## src/rtl/sal_bank_fsm.sv

```systemverilog
// Per-bank DRAM command sequencer: ACT/RD/WR/PRE/REF with per-command timing counters.
// Optional closed-page policy is enabled by defining SAL_BANK_AUTO_PRE_EN.
module sal_bank_fsm #(
  parameter int TW    = 8,
  parameter int ROW_W = 14
) (
  input  logic             clk,
  input  logic             rst,
  input  logic [TW-1:0]    t_rcd,
  input  logic [TW-1:0]    t_rp,
  input  logic [TW-1:0]    t_ras,
  input  logic [TW-1:0]    t_rfc,
  input  logic [TW-1:0]    t_rtp,
  input  logic [TW-1:0]    t_wtp,
  input  logic             req_valid,
  input  logic             req_wr,
  input  logic [ROW_W-1:0] req_row,
  output logic             req_ready,
  input  logic             ref_req,
  output logic             ref_done,
  output logic             cmd_valid,
  output logic [2:0]       cmd_type,
  output logic [ROW_W-1:0] cmd_row,
  input  logic             cmd_ready,
  output logic             row_open,
  output logic [ROW_W-1:0] open_row
);

  typedef enum logic [2:0] {
    CLOSED, ACTIVATING, OPEN, PRECHARGING, REFRESHING
  } state_t;

  localparam logic [2:0] C_NOP = 3'd0;
  localparam logic [2:0] C_ACT = 3'd1;
  localparam logic [2:0] C_RD  = 3'd2;
  localparam logic [2:0] C_WR  = 3'd3;
  localparam logic [2:0] C_PRE = 3'd4;
  localparam logic [2:0] C_REF = 3'd5;

  localparam logic [TW-1:0] ONE = TW'(1);

  state_t           state, state_nx;
  logic [TW-1:0]    tmr_rcd, tmr_ras, tmr_rp, tmr_rfc, tmr_rtp, tmr_wtp;
  logic             pend;
  logic [2:0]       pend_type;
  logic [ROW_W-1:0] pend_row;
  logic             want_valid;
  logic [2:0]       want_type;
  logic [ROW_W-1:0] want_row;
  logic             acc;
  logic             pre_ok;
  logic             hit;
  logic             close_row;

  // Accept at cycle N must make the dependent command legal at N+max(t,1).
  function automatic logic [TW-1:0] ld(input logic [TW-1:0] t);
    return (t == '0) ? '0 : t - ONE;
  endfunction

  function automatic logic [TW-1:0] dec(input logic [TW-1:0] t);
    return (t == '0) ? '0 : t - ONE;
  endfunction

  always_ff @(posedge clk) begin
    if (rst) state <= CLOSED;
    else     state <= state_nx;
  end

  // Transitional states hand over one cycle early (timer<=1) so that the
  // follow-on command is offered exactly on the cycle its timer reaches 0.
  always_comb begin
    state_nx = state;
    case (state)
      CLOSED:
        if (acc && cmd_type == C_REF)      state_nx = REFRESHING;
        else if (acc && cmd_type == C_ACT) state_nx = (t_rcd <= ONE) ? OPEN : ACTIVATING;
      ACTIVATING:
        if (tmr_rcd <= ONE) state_nx = OPEN;
      OPEN:
        if (acc && cmd_type == C_PRE) state_nx = (t_rp <= ONE) ? CLOSED : PRECHARGING;
      PRECHARGING:
        if (tmr_rp <= ONE) state_nx = CLOSED;
      REFRESHING:
        if (tmr_rfc == '0) state_nx = CLOSED;
      default: state_nx = CLOSED;
    endcase
  end

  always_comb begin
    want_valid = 1'b0;
    want_type  = C_NOP;
    want_row   = open_row;
    pre_ok     = (tmr_ras == '0) && (tmr_rtp == '0) && (tmr_wtp == '0);
    hit        = (req_row == open_row);
`ifdef SAL_BANK_AUTO_PRE_EN
    close_row  = ref_req || (req_valid && !hit) || !req_valid;
`else
    close_row  = ref_req || (req_valid && !hit);
`endif
    case (state)
      CLOSED:
        if (tmr_rp == '0) begin
          if (ref_req) begin
            want_valid = 1'b1;
            want_type  = C_REF;
          end else if (req_valid) begin
            want_valid = 1'b1;
            want_type  = C_ACT;
            want_row   = req_row;
          end
        end
      OPEN:
        if (close_row) begin
          if (pre_ok) begin
            want_valid = 1'b1;
            want_type  = C_PRE;
          end
        end else if (req_valid) begin
          want_valid = 1'b1;
          want_type  = req_wr ? C_WR : C_RD;
        end
      default: ;
    endcase

    // A command that was offered but not taken is replayed unchanged.
    cmd_valid = !rst && (pend || want_valid);
    cmd_type  = !cmd_valid ? C_NOP : (pend ? pend_type : want_type);
    cmd_row   = pend ? pend_row : want_row;
    acc       = cmd_valid && cmd_ready;
    req_ready = acc && (cmd_type == C_RD || cmd_type == C_WR);
    ref_done  = !rst && (state == REFRESHING) && (tmr_rfc == '0);
    row_open  = !rst && (state == ACTIVATING || state == OPEN);
  end

  always_ff @(posedge clk) begin
    if (rst) begin
      pend      <= 1'b0;
      pend_type <= C_NOP;
      pend_row  <= '0;
      open_row  <= '0;
      tmr_rcd   <= '0;
      tmr_ras   <= '0;
      tmr_rp    <= '0;
      tmr_rfc   <= '0;
      tmr_rtp   <= '0;
      tmr_wtp   <= '0;
    end else begin
      if (acc) begin
        pend <= 1'b0;
      end else if (cmd_valid) begin
        pend      <= 1'b1;
        pend_type <= cmd_type;
        pend_row  <= cmd_row;
      end
      if (acc && cmd_type == C_ACT) open_row <= cmd_row;

      tmr_rcd <= (acc && cmd_type == C_ACT) ? ld(t_rcd) : dec(tmr_rcd);
      tmr_ras <= (acc && cmd_type == C_ACT) ? ld(t_ras) : dec(tmr_ras);
      tmr_rp  <= (acc && cmd_type == C_PRE) ? ld(t_rp)  : dec(tmr_rp);
      tmr_rfc <= (acc && cmd_type == C_REF) ? ld(t_rfc) : dec(tmr_rfc);
      tmr_rtp <= (acc && cmd_type == C_RD)  ? ld(t_rtp) : dec(tmr_rtp);
      tmr_wtp <= (acc && cmd_type == C_WR)  ? ld(t_wtp) : dec(tmr_wtp);
    end
  end

endmodule

```

## config.mk

```make
export PLATFORM = sky130hd
export DESIGN_NAME = sal_bank_fsm
export DESIGN_NICKNAME = d
export VERILOG_FILES = /design/src/rtl/sal_bank_fsm.sv
export SDC_FILE = /design/constraint.sdc
export NUM_CORES = 1
export LEC_CHECK = 0
export CAP_MARGIN = 25
export CORE_MARGIN = 2
export CORE_UTILIZATION = 58
export DETAILED_ROUTE_END_ITERATION = 7
export GPL_ROUTABILITY_DRIVEN = 0
export GPL_TIMING_DRIVEN = 0
export PLACE_DENSITY = 0.95
export SLEW_MARGIN = 30
export SYNTH_ARGS = -nofsm -noshare
export SYNTH_HDL_FRONTEND = slang
export SYNTH_SLANG_ARGS = --single-unit
```

## constraint.sdc

```tcl
create_clock -name clk -period 8.3 [get_ports clk]
set_input_delay 1.66 -clock clk [delete_from_list [all_inputs] [get_ports clk]]
set_output_delay 1.66 -clock clk [all_outputs]
set_load 0.03 [all_outputs]
```

==> flow_summary.ini <==
[run_status]
status = complete, no violations

[timing]
clock.fmax_mhz = 152.6
fin_skew_ns = 0.01637
setup_violations = 0
timing.final.max_slew_violations = 0
period_share_pct = 78.96
min_period_ns = 6.553
maxSlewHeadroom_pct = 44.00
finalSetupTns_ns = 0
rsz0062_at_grt = false
hold_viol_final = 0
worst_slew_pin_slew_ns = 0.8323

[grt]
antenna_found_initial = 0
grt_pass1_wl_um = 26950
busiest_layer = met2
grt_util_met3_pct = 4.542
grt_pass1_vias = 5889
grt_max_degree = 16
grt-ovfl-total = 0
grt_use_met1_pct = 37.51
grt_usage_pct = 32.02
met2_usage_pct = 57.01

[power]
p_per_area_nw_per_um2 = 267.9
leakage_nw = 2.710
ir_drop_uv = 123.9

[synth]
syn_area_um2 = 5629
synth_common_cells = nand2_1, dfxtp_1, a21oi_1, nor2_1, nand3_1
yosysTopAreaCellShare_pct = 29.52
synth-seq-cells = 83
synth_area_per_cell_um2 = 7.862
synth_flop_cell = dfxtp_1
syn_inst = 716
ys_warn_count = 0
synth_area_leaders = dfxtp_1, mux2i_1, nand2_1, xor2_1, a21oi_1
ys_async_sr_fraction_pct = 0
synth-seq-area-share_pct = 29.52
syn_nets = 805
ys_types = 62
yosys.area.top_type = dfxtp_1
synth_most_common_cell = nand2_1
synth_edf_count = 0

[drt]
drtIter0Drc = 531
wl_um = 16550
drc = 0
wl_per_cell_um = 17.19
viasPerCell = 6.231
drt_pass1_iterations = 5
drtAntennaViolNets = 0
via_count = 6000

[clocking]
cts_buffers = 9
clock_latency_ns = 0.37
holdBufCountCts = 0
cts_tree = built
h-tree-depth = 3
root_buffer = clkbuf_8
clock_sinks = 83
postCtsSetupBuffers = 0
clock_path_buffers = 2
clk_pin_slew_ns = 0.09
cts_resized = 0

[worst_setup_path]
reg2reg_to = tmr_ras[5]
critPathKind = input port to primary output
r2r_cells = 8
end_kind = primary output
r2r_slack_ns = 5.27
r2r-start = open_row[7]
worst-path-buf-inv = 2
critical_path.cell_chain = clkdlybuf4s50_1 > xor2_1 > or4_4 > or4_4 > nor3_1 > a21oi_1 > nor2_1 > clkdlybuf4s50_1
path_delay_family = simple AND/OR/NAND/NOR gates
crit_path_max_incr_delay_ns = 0.70
crit_path_max_fanout = 9
worst_path_max_delay_cell = clkdlybuf4s50_1
required_ns = 6.64
worstPathArrival_ns = 4.89
worstSetupStartpointType = input port

[place]
dp_hpwl_um = 12390
dp.cells = 947
portBuffers = 102

[layout]
area_growth_pct = 24.72
final_nets = 918
multi_input_area_um2 = 3697
drive_gt1_share_pct = 5.875
final_cells = 963
antenna_cells = 0
n_fill_cell = 639
seqCellArea_um2 = 1662

[floorplanning]
dieHeight_um = 102.5
core_um2 = 9328
io_pins = 103
die_x_um = 102.5
rows = 35
die_area_um2 = 10510
start_util_pct = 60.35

[worst_hold_path]
hp-class = flop to flop
hp-start = pend_type[1]
worstHoldEndpoint = pend_type[1]
holdPathStages = 2

[flow_run]
max-cap-violations = 0
-- cell usage in the layout, fill, tap and decap left out, types with 7 or more instances in the layout --
cell type / Yosys / routed
clkdlybuf4s50_1: 0 / 102
nand2_1: 89 / 89
dfxtp_1: 83 / 83
a21oi_1: 57 / 57
nor2_1: 52 / 52
nand3_1: 44 / 44
nor3_1: 40 / 40
mux2i_1: 40 / 40
xor2_1: 36 / 36
inv_1: 32 / 32
xnor2_1: 25 / 25
o21ai_0: 24 / 24
ha_1: 21 / 21
clkbuf_1: 20 / 20
or3_1: 15 / 15
a211oi_1: 11 / 11
nor4_1: 10 / 10
clkbuf_8: 0 / 10
o31ai_1: 9 / 9
or4_1: 9 / 9
nand3b_1: 7 / 7
nor2b_1: 7 / 7
-- worst reg2reg max path, stage by stage, from the launching register on --
cell and delay (ns):
dfxtp_1 0.46, xor2_1 0.12, or4_4 0.53, or4_4 0.59, a21oi_4 0.33, nand4_4 0.23
clkbuf_1 0.32, nand3_1 0.21, a21oi_1 0.09
-- stage by stage --
| step | setup slack [ns] | instance area [um2] | hold WS, ns | util [%] | total power (W) |
|---|---|---|---|---|---|
| floorplan | 2.928 | 5629 | 0.4498 | - | 0.001290 |
| global placement | 1.889 | 6812 | 0.4630 | 73.02 | 0.001479 |
| detailed placement | 1.805 | 6812 | 0.4718 | 73.02 | 0.001540 |
| CTS | 1.799 | 7020 | 0.4862 | 75.26 | 0.001858 |
| global route | 1.679 | 7020 | 0.5316 | 75.26 | 0.002002 |
| finish | 1.747 | 7020 | 0.5032 | 75.26 | 0.001881 |
-- layout make-up --
type / instances / share of cell area [%]
multi-input cells: 570 / 52.66
flip-flops and latches: 83 / 23.67
repair buffers: 102 / 14.54
plain buffers: 30 / 2.085
clock buffers: 10 / 1.960
well taps: 129 / 2.299
clock inverters: 6 / 1.016
inverters: 33 / 1.764
-- worst max path at each step --
stage	slack, ns	depth (start not counted)	from	to
global placement	1.89	8	req_row[7]	cmd_type[0]
detailed placement	1.80	8	req_row[7]	cmd_type[0]
CTS	1.80	8	req_row[7]	cmd_type[0]
finish	1.75	8	req_row[7]	cmd_type[0]
floorplan	2.93	6	req_row[7]	cmd_type[0]
global route	1.68	8	req_row[7]	cmd_type[0]
-- per-layer routing --
metal,part of all wire (%),wire [um],vias to the layer above
met4,4.3,704,0
met2,49,8146,364
li1,-,-,2779
met1,38,6335,2777
met5,0,0,-
met3,8.3,1366,80
-- power by group --
part           switching (W)  leakage, nW  internal (W)
Sequential         0.0000924        0.679      0.000499
Combinational       0.000552         1.93      0.000422
Clock               0.000165       0.0995      0.000150
-- logic make-up after synthesis --
family                     Yosys count  share of synthesized area [%]
and+or+nand+nor                    315                          29.01
muxes                               43                          7.713
buffers and inverters               63                          4.801
AOI/OAI and AO/OA                  130                          14.80
adders and majority gates           21                          4.668
xor gates and xnor gates            61                          9.491
DFF                                 83                          29.52
-- state kept, by name, summed over array words and instances (netlist names) --
name / cells
tmr_wtp: 8
pend_row: 14
tmr_rtp: 8
pend: 1
pend_type: 3
tmr_rfc: 8
tmr_ras: 8
tmr_rp: 8
open_row: 14
state: 3
tmr_rcd: 8
Note: power is estimated with default switching activity, not from simulation.
